### config.mk
export PLATFORM = sky130hd
export DESIGN_NAME = music_seq_player
export DESIGN_NICKNAME = d
export VERILOG_FILES = /design/src/rtl/music_seq_player.sv
export SDC_FILE = /design/constraint.sdc
export NUM_CORES = 1
export LEC_CHECK = 0
export CORE_MARGIN = 8
export CORE_UTILIZATION = 26
export CTS_BUF_LIST = sky130_fd_sc_hd__clkbuf_2
export CTS_CLUSTER_DIAMETER = 50
export DETAILED_ROUTE_END_ITERATION = 6
export DONT_BUFFER_PORTS = 1
export PLACE_DENSITY = 0.45
export SLEW_MARGIN = 15
export SYNTH_ARGS = -nofsm -noshare
export SYNTH_HDL_FRONTEND = slang
export SYNTH_SLANG_ARGS = --single-unit
### constraint.sdc
create_clock -name clk -period 9.3 [get_ports clk]
set_input_delay 1.395 -clock clk [delete_from_list [all_inputs] [get_ports clk]]
set_output_delay 1.395 -clock clk [all_outputs]
set_load 0.05 [all_outputs]
### src/rtl/music_seq_player.sv
// Song player: walks beat_num through an external tone ROM on a quarter-beat
// tick, registers the returned frequency and synthesises a square wave at that
// frequency with a phase accumulator that wraps at CLK_FREQ/2.
//
// state   | meaning
// --------+---------------------------------------------------------------
// S_IDLE  | stopped, counters cleared, waiting for play
// S_PLAY  | ticking beats, tone_out follows the ROM, audio running
// S_PAUSE | counters, accumulator and tone frozen, audio held low
// S_DONE  | non-looping song finished, beat_num parked on song_len
module music_seq_player #(
    parameter int unsigned CLK_FREQ     = 100000000,
    parameter int unsigned TICK_CYCLES  = 12500000,
    parameter int unsigned BEAT_WIDTH   = 10,
    parameter int unsigned TONE_WIDTH   = 32,
    parameter int unsigned SILENCE_FREQ = 20000
) (
    input  logic                  clk,
    input  logic                  rst_n,
    input  logic                  play,
    input  logic                  pause,
    input  logic                  stop,
    input  logic                  loop_en,
    input  logic [BEAT_WIDTH-1:0] song_len,
    input  logic [TONE_WIDTH-1:0] tone_in,
    output logic [BEAT_WIDTH-1:0] beat_num,
    output logic [TONE_WIDTH-1:0] tone_out,
    output logic                  audio_out,
    output logic                  playing,
    output logic                  done
);

    localparam int unsigned TICK_W = (TICK_CYCLES > 1) ? $clog2(TICK_CYCLES) : 1;
    localparam logic [TICK_W-1:0]     TICK_LAST = TICK_W'(TICK_CYCLES - 1);
    localparam logic [32:0]           ACC_WRAP  = 33'(CLK_FREQ / 2);
    localparam logic [TONE_WIDTH-1:0] SIL_CODE  = TONE_WIDTH'(SILENCE_FREQ);

    typedef enum logic [1:0] {
        S_IDLE  = 2'd0,
        S_PLAY  = 2'd1,
        S_PAUSE = 2'd2,
        S_DONE  = 2'd3
    } state_t;

    state_t                state_q, state_d;
    logic [BEAT_WIDTH-1:0] beat_q, beat_d;
    logic [TICK_W-1:0]     tick_q, tick_d;
    logic [31:0]           acc_q, acc_d;
    logic [TONE_WIDTH-1:0] tone_q, tone_d;
    logic                  audio_q, audio_d;
    logic                  playing_q, playing_d;
    logic                  done_q, done_d;

    logic [32:0] acc_sum;
    logic        tone_silent;
    logic        tick_hit;

    // 33-bit sum so the wrap compare never loses the carry
    assign acc_sum     = {1'b0, acc_q} + 33'(tone_q);
    assign tone_silent = (tone_in == '0) || (tone_in >= SIL_CODE);
    assign tick_hit    = (tick_q == TICK_LAST);

    // Next-state and datapath: stop beats pause beats play
    always_comb begin
        state_d = state_q;
        beat_d  = beat_q;
        tick_d  = tick_q;
        acc_d   = acc_q;
        tone_d  = tone_q;
        audio_d = audio_q;
        done_d  = 1'b0;

        if (stop) begin
            state_d = S_IDLE;
            beat_d  = '0;
            tick_d  = '0;
            acc_d   = '0;
            tone_d  = '0;
            audio_d = 1'b0;
        end else begin
            case (state_q)
                S_IDLE, S_DONE: begin
                    if (play) begin
                        state_d = S_PLAY;
                        beat_d  = '0;
                        tick_d  = '0;
                        acc_d   = '0;
                        tone_d  = '0;
                        audio_d = 1'b0;
                    end
                end
                S_PAUSE: begin
                    if (play) begin
                        state_d = S_PLAY;
                    end
                end
                S_PLAY: begin
                    if (pause) begin
                        state_d = S_PAUSE;
                        audio_d = 1'b0;
                    end else begin
                        tone_d = tone_silent ? '0 : tone_in;
                        // phase accumulator runs on the tone already sounding
                        if (tone_q == '0) begin
                            acc_d   = '0;
                            audio_d = 1'b0;
                        end else if (acc_sum >= ACC_WRAP) begin
                            acc_d   = 32'(acc_sum - ACC_WRAP);
                            audio_d = ~audio_q;
                        end else begin
                            acc_d = acc_sum[31:0];
                        end
                        if (tick_hit) begin
                            tick_d = '0;
                            // '<' rather than '!=' keeps beat_num from running
                            // past song_len even if song_len shrinks mid-song
                            if (beat_q < song_len) begin
                                beat_d = beat_q + BEAT_WIDTH'(1);
                            end else if (loop_en) begin
                                beat_d = '0;
                            end else begin
                                state_d = S_DONE;
                                done_d  = 1'b1;
                                tone_d  = '0;
                                acc_d   = '0;
                                audio_d = 1'b0;
                            end
                        end else begin
                            tick_d = tick_q + TICK_W'(1);
                        end
                    end
                end
                default: state_d = S_IDLE;
            endcase
        end
        playing_d = (state_d == S_PLAY);
    end

    // All player state in one register bank, cleared asynchronously
    always_ff @(posedge clk or negedge rst_n) begin
        if (!rst_n) begin
            state_q   <= S_IDLE;
            beat_q    <= '0;
            tick_q    <= '0;
            acc_q     <= '0;
            tone_q    <= '0;
            audio_q   <= 1'b0;
            playing_q <= 1'b0;
            done_q    <= 1'b0;
        end else begin
            state_q   <= state_d;
            beat_q    <= beat_d;
            tick_q    <= tick_d;
            acc_q     <= acc_d;
            tone_q    <= tone_d;
            audio_q   <= audio_d;
            playing_q <= playing_d;
            done_q    <= done_d;
        end
    end

    assign beat_num  = beat_q;
    assign tone_out  = tone_q;
    assign audio_out = audio_q;
    assign playing   = playing_q;
    assign done      = done_q;

endmodule
# ---- Word level (Yosys, flattened, before mapping)
# Index checks and enable logic that the tools add are counted.
dict set report word_totals {
  register_bits 103
  in_bits 48
  out_inout_bits 45
  word_cells 85
}
dict set report classes {
  n_addsub 4
  magnitude_cmp 3
  eq_ne 9
  n_mux 50
  bitwise 1
  reduce_logical 10
}
# operator n
set op_table {}
lappend op_table {{32-bit 2-to-1 mux} 14}
lappend op_table {{32-bit one-hot mux with 2 select lines} 2}
lappend op_table {{24-bit 2-to-1 mux} 4}
lappend op_table {{32-bit logical NOT} 2}
lappend op_table {{10-bit 2-to-1 mux} 6}
lappend op_table {{24-bit one-hot mux with 2 select lines} 1}
lappend op_table {{32-bit by 32-bit adder with 33-bit output} 1}
lappend op_table {{33-bit by 26-bit >= comparator with 1-bit output (second input constant)} 1}
lappend op_table {{32-bit by 15-bit >= comparator with 1-bit output (second input constant)} 1}
lappend op_table {{32-bit by 26-bit subtractor with 32-bit output (second input constant)} 1}
lappend op_table {{24-bit by 1-bit adder with 24-bit output (second input constant)} 1}
lappend op_table {{24-bit == test (second input constant)} 1}
lappend op_table {{10-bit one-hot mux with 2 select lines} 1}
lappend op_table {{1-bit 2-to-1 mux} 14}
lappend op_table {{2-bit 2-to-1 mux} 6}
lappend op_table {{10-bit by 1-bit adder with 10-bit output (second input constant)} 1}
lappend op_table {{10-bit < comparator} 1}
lappend op_table {{3-bit inequality test (second input constant)} 3}
lappend op_table {{5-bit AND reduction} 1}
lappend op_table {{2-bit by 1-bit == test with 1-bit output (second input constant)} 2}
lappend op_table {{2-bit == test (second input constant)} 2}
lappend op_table {{4-bit inequality test (second input constant)} 1}
lappend op_table {{2-bit one-hot mux with 2 select lines} 1}
lappend op_table {{3-bit AND reduction} 1}
lappend op_table {{8 further kinds} 8}

# ---- Logic depth before layout (Yosys ltp)
dict set report depth {
  depth_word 10
  ltp_mapped 15
}

# ---- Worst setup path before layout
# Ideal clock, no wire load.
dict set report synth_path {
  kind {register -> register}
  startpoint {register tone_q[0], in the netlist tone_out[0]}
  endpoint {register acc_q[30]}
  setup_ps 126
  arrival_time_ps 4316
  t_required_ps 9174
  setup_slack_ps 4858
  path_stages_with_launch 14
  n_path_buf 0
  synth_period_minus_slack_ps 4442
  path_cell_list {dfrtp_1 ha_1 fa_1 a211oi_1 o21ai_1 a211o_1 a32oi_1 nand4b_1 o311a_1 o41a_1 o2111ai_4 nor2_2 or3_1 a221o_1}
}
dict set report synth_via {
  elab_chain_len 10
}
# item line_no
set synth_rtl {}
lappend synth_rtl {{start: declaration} 49} ;# logic [TONE_WIDTH-1:0] tone_q, tone_d;
lappend synth_rtl {{start signal: assignment} 155} ;# tone_q <= tone_d;
lappend synth_rtl {{32-bit by 32-bit adder with 33-bit output} 59} ;# assign acc_sum = {1'b0, acc_q} + 33'(tone_q);
lappend synth_rtl {{32-bit by 26-bit subtractor with 32-bit output / 33-bit by 26-bit >= comparator with 1-bit output (equally long branches)} {108, 107}}
lappend synth_rtl {{32-bit 2-to-1 mux} 107} ;# end else if (acc_sum >= ACC_WRAP) begin
lappend synth_rtl {{32-bit 2-to-1 mux (*)} 104} ;# if (tone_q == '0) begin
lappend synth_rtl {{32-bit 2-to-1 mux} 119} ;# end else if (loop_en) begin
lappend synth_rtl {{32-bit 2-to-1 mux} 117} ;# if (beat_q < song_len) begin
lappend synth_rtl {{32-bit 2-to-1 mux (*)} 113} ;# if (tick_hit) begin
lappend synth_rtl {{32-bit 2-to-1 mux (*)} 98} ;# if (pause) begin
lappend synth_rtl {{32-bit one-hot mux with 2 select lines (*)} 81} ;# case (state_q)
lappend synth_rtl {{32-bit 2-to-1 mux (*)} 73} ;# if (stop) begin
lappend synth_rtl {{end signal: assignment} 145} ;# acc_q <= '0;
lappend synth_rtl {{end signal: assignment} 154} ;# acc_q <= acc_d;
lappend synth_rtl {{end: declaration} 48} ;# logic [31:0] acc_q, acc_d;
# Mark *: on every way between the ends. The rest lies on a longest branch, timed or not. The select of a mux whose other input is x is not followed.
# A chain may end at the register's enable or synchronous reset.

# ---- Worst setup path in the final report
dict set report layout_path {
  startpoint {register tone_q[0], in the netlist tone_out[0]}
  endpoint {register acc_q[28]}
}
# Same word-level chain as after synthesis.

==> out/results.txt <==
Die height - 183 um
Fmax - 188 MHz
Setup-failing EPs final - 0
Final Max Slew Viols - 0
GRT Overall Usage - 12.8%
Initial DRT Pass Iterations - 5
Synth top area cells - dfrtp_1 36%, ha_1 7.8%, xor2_1 4.5%
Slew HR - 39.1%
R2r worst-path depth - 13
Yosys warning total - 0
Fin util - 28.0%
Critical Path, Cell by Cell - ha_1 -> fa_1 -> a211oi_1 -> o211ai_1 -> a21oi_1 -> xnor2_1 -> nand4b_1 -> o311a_1 -> o41a_1 -> o2111ai_4 -> nor2_2 -> or3_1 -> a221o_1
CP Class - register to register
Crit-path leading delay family - compound AO/OA/AOI/OAI gates
Hold Buf Count CTS - 0
Leakage Power - 3.36 nW
Top_reg_cell synth - dfrtp_1
GPL Wtd Cong - 0.831
Pwr per Cell Area - 91.1 mW/mm^2
Peak supply drop - 0.0545 mV
Later-pin clock latency in the skew report - 0.65 ns
RSZ-0062 raised after global routing - false
Worst-path clk slew - 0.32 ns
Status - complete, no violations
CTS H-Tree Depth - 3
Clock sink total - 103
Starting Density - 26.2%
Gate Count Post-Synth - 827
Tmin final - 5.32 ns
Tightest Hold Check Type - primary input to asynchronous set/reset pin
Die X - 183 um
TritonCTS Buffers - 9
P&R area growth vs syn - 6.96%
Register area share after synthesis - 35.6%
R2r setup slk - 3.98 ns
Root Driver - clkbuf_2
DR DRC count - 0
Slowest Stage Delay on Critical Path - 0.67 ns
Final #Nets - 906
GRT met1 Usage - 17.7%
WL/cell - 17.7 um
Hold_ws - 0.394 ns
Clock tree buffer depth - 2
Setup_tns - 0 ns
CP startpoint kind - register
Vias in the first global route - 6,014
Detailed placement HPWL - 16,200 um
Synth async-reset ratio - 100%
Die area - 0.0335 mm^2
Met2 usage - 20.5%
First-pass GRT wire length - 34,700 um
Max-Cap Viols - 0
Pre-CTS setup slack - 4.01 ns
Antenna-violating nets left - 0
R2R Path Start - tone_out[0]
EDFF count, synth - 0
Via-to-Cell Ratio - 5.12
Top cell type's share of synthesized area - 35.6%
Worst Clk Skew - 0.0498 ns
Grt met3 use - 2.04%
Tightest Pin Transition - 0.903 ns
Postcts setup bufs - 0
Synth unique cells - 75
Via Count - 6,120
Pin count of the biggest net entering global routing - 104
Gr ovfl total - 0
Crit path setup slack, layout - 3.98 ns
1st-iter DRT viols - 471
CTS tree - yes
CP max stage cell - dfrtp_1
CP bufs+invs - 0
Critical Path RT - 9.85 ns
I/O pins - 93
Mapped Nets - 921
Terminus of the critical flop-to-flop path - acc_q[28]
Rows - 61
Share of cells above drive strength 1 - 5.75%
Synth area leader - dfrtp_1
Worst Setup End Kind - register
Syn Area/Cell - 8.76 um^2
Tcrit/Tclk final - 57.2%
Port Buffers - 0
FF+latch count, synth - 103
Post-Route WL - 21,200 um
Post-CTS sizing - 0
Core ar. - 0.0276 mm^2
WP data arrival - 5.87 ns
CP Max Fanout - 18
GR peak layer - met2
Mapped Area - 0.00724 mm^2
Initial antenna violation count - 1
Final hold violations - 0
==> placed cells by master (no fill, tap or decap), drive strengths merged, types with 5 or more instances in the layout <==
cell type    n
a211o        6
a211oi       8
a21o        14
a21oi       50
a22o        25
and2        29
and3         5
and4         6
buf          6
clkbuf       9
dfrtp      103
ha          45
inv         23
nand2       76
nand3       27
nand4       25
nor2        68
nor2b        5
nor3        13
nor4        25
o211a        5
o211ai      13
o21a         9
o21ai       66
o31ai        5
or2         11
or3         11
or4          5
xnor2       23
xor2        37
==> worst register-to-register path, delay by kind of cell, from the launching register on <==
kind | cells | cell delay (ns)
AO/OA/AOI/OAI | 7 | 2.58
AND/OR/NAND/NOR | 3 | 0.96
adder cells (fa/ha/maj) | 2 | 0.79
flip-flops | 1 | 0.67
XOR/XNOR | 1 | 0.24
==> cells by family after synthesis <==
| family | share of synthesized area [%] |
|---|---|
| XOR/XNOR | 7.26 |
| flip-flops | 35.6 |
| buffers and inverters | 2.97 |
| adder cells (fa/ha/maj) | 8.05 |
| multiplexers | 0.726 |
| AO/OA/AOI/OAI | 22.8 |
| AND/OR/NAND/NOR | 22.6 |
==> final cells by class <==
type	instances	area, um^2
fillers	2980	19900
diodes	1	2.50
repair buffers	6	45.0
clock buffers	9	45.0
inverters	23	86.3
well taps	378	473
flip-flops and latches	103	2580
multi-input cells	669	4470
clock inverters	7	50.0
==> state kept, by name, summed over array words and instances (netlist names) <==
| name | count |
|---|---|
| acc_q | 32 |
| audio_out | 1 |
| beat_num | 10 |
| done | 1 |
| playing | 1 |
| state_q | 2 |
| tick_q | 24 |
| tone_out | 32 |
==> where the power goes <==
group / internal [W] / switching, W
Sequential: 0.000452 / 0.00000816
Combinational: 0.0000122 / 0.0000328
Clock: 0.0000349 / 0.000166
==> synthesized netlist by cell type (all sizes together) (2+ instances only) <==
master / number
xnor2: 23
nand4: 25
a211o: 6
a21o: 14
nor3b: 3
or3: 11
xor2: 37
a221o: 2
o211a: 5
inv: 23
o21bai: 3
o31ai: 5
o211ai: 13
o2111ai: 2
buf: 9
nand3: 27
mux2: 2
nand2b: 2
o41ai: 3
o21ai: 66
a22oi: 4
mux2i: 3
or2: 11
o311ai: 3
nand3b: 2
nor4: 25
dfrtp: 103
a21oi: 50
nor3: 13
o21a: 9
and4: 6
and3: 5
and2: 29
or4: 5
ha: 45
nor2: 68
a311oi: 3
clkbuf: 23
a22o: 25
a211oi: 8
a21boi: 2
a31oi: 2
nor2b: 5
a2111oi: 3
nand2: 76
==> how the worst max path moves through the flow <==
| stage | cells after the start | endpoint | start | slack [ns] |
|---|---|---|---|---|
| floorplan | 13 | acc_q[30] | tone_out[0] | 4.86 |
| global placement | 13 | acc_q[30] | tone_out[0] | 4.07 |
| detailed placement | 13 | acc_q[30] | tone_out[0] | 4.01 |
| CTS | 13 | acc_q[30] | tone_out[0] | 3.95 |
| global route | 13 | acc_q[30] | tone_out[0] | 3.57 |
| finish | 13 | acc_q[28] | tone_out[0] | 3.98 |
==> per-layer routing <==
layer  routed length, um  part of all wire (%)
met1               10200                    48
met4                 347                   1.6
met2                9820                    46
met5                   0                     0
met3                 833                   3.9
==> metrics by stage <==
step	std cells	power, W	cell area (um^2)
3_3_place_gp	1179	0.000513	7640
2_1_floorplan	827	0.000500	7240
6_report	1196	0.000706	7750
4_1_cts	1195	0.000715	7730
3_5_place_dp	1179	0.000513	7640
5_1_grt	1196	0.000740	7750
Note: power is estimated with default switching activity, not from simulation.
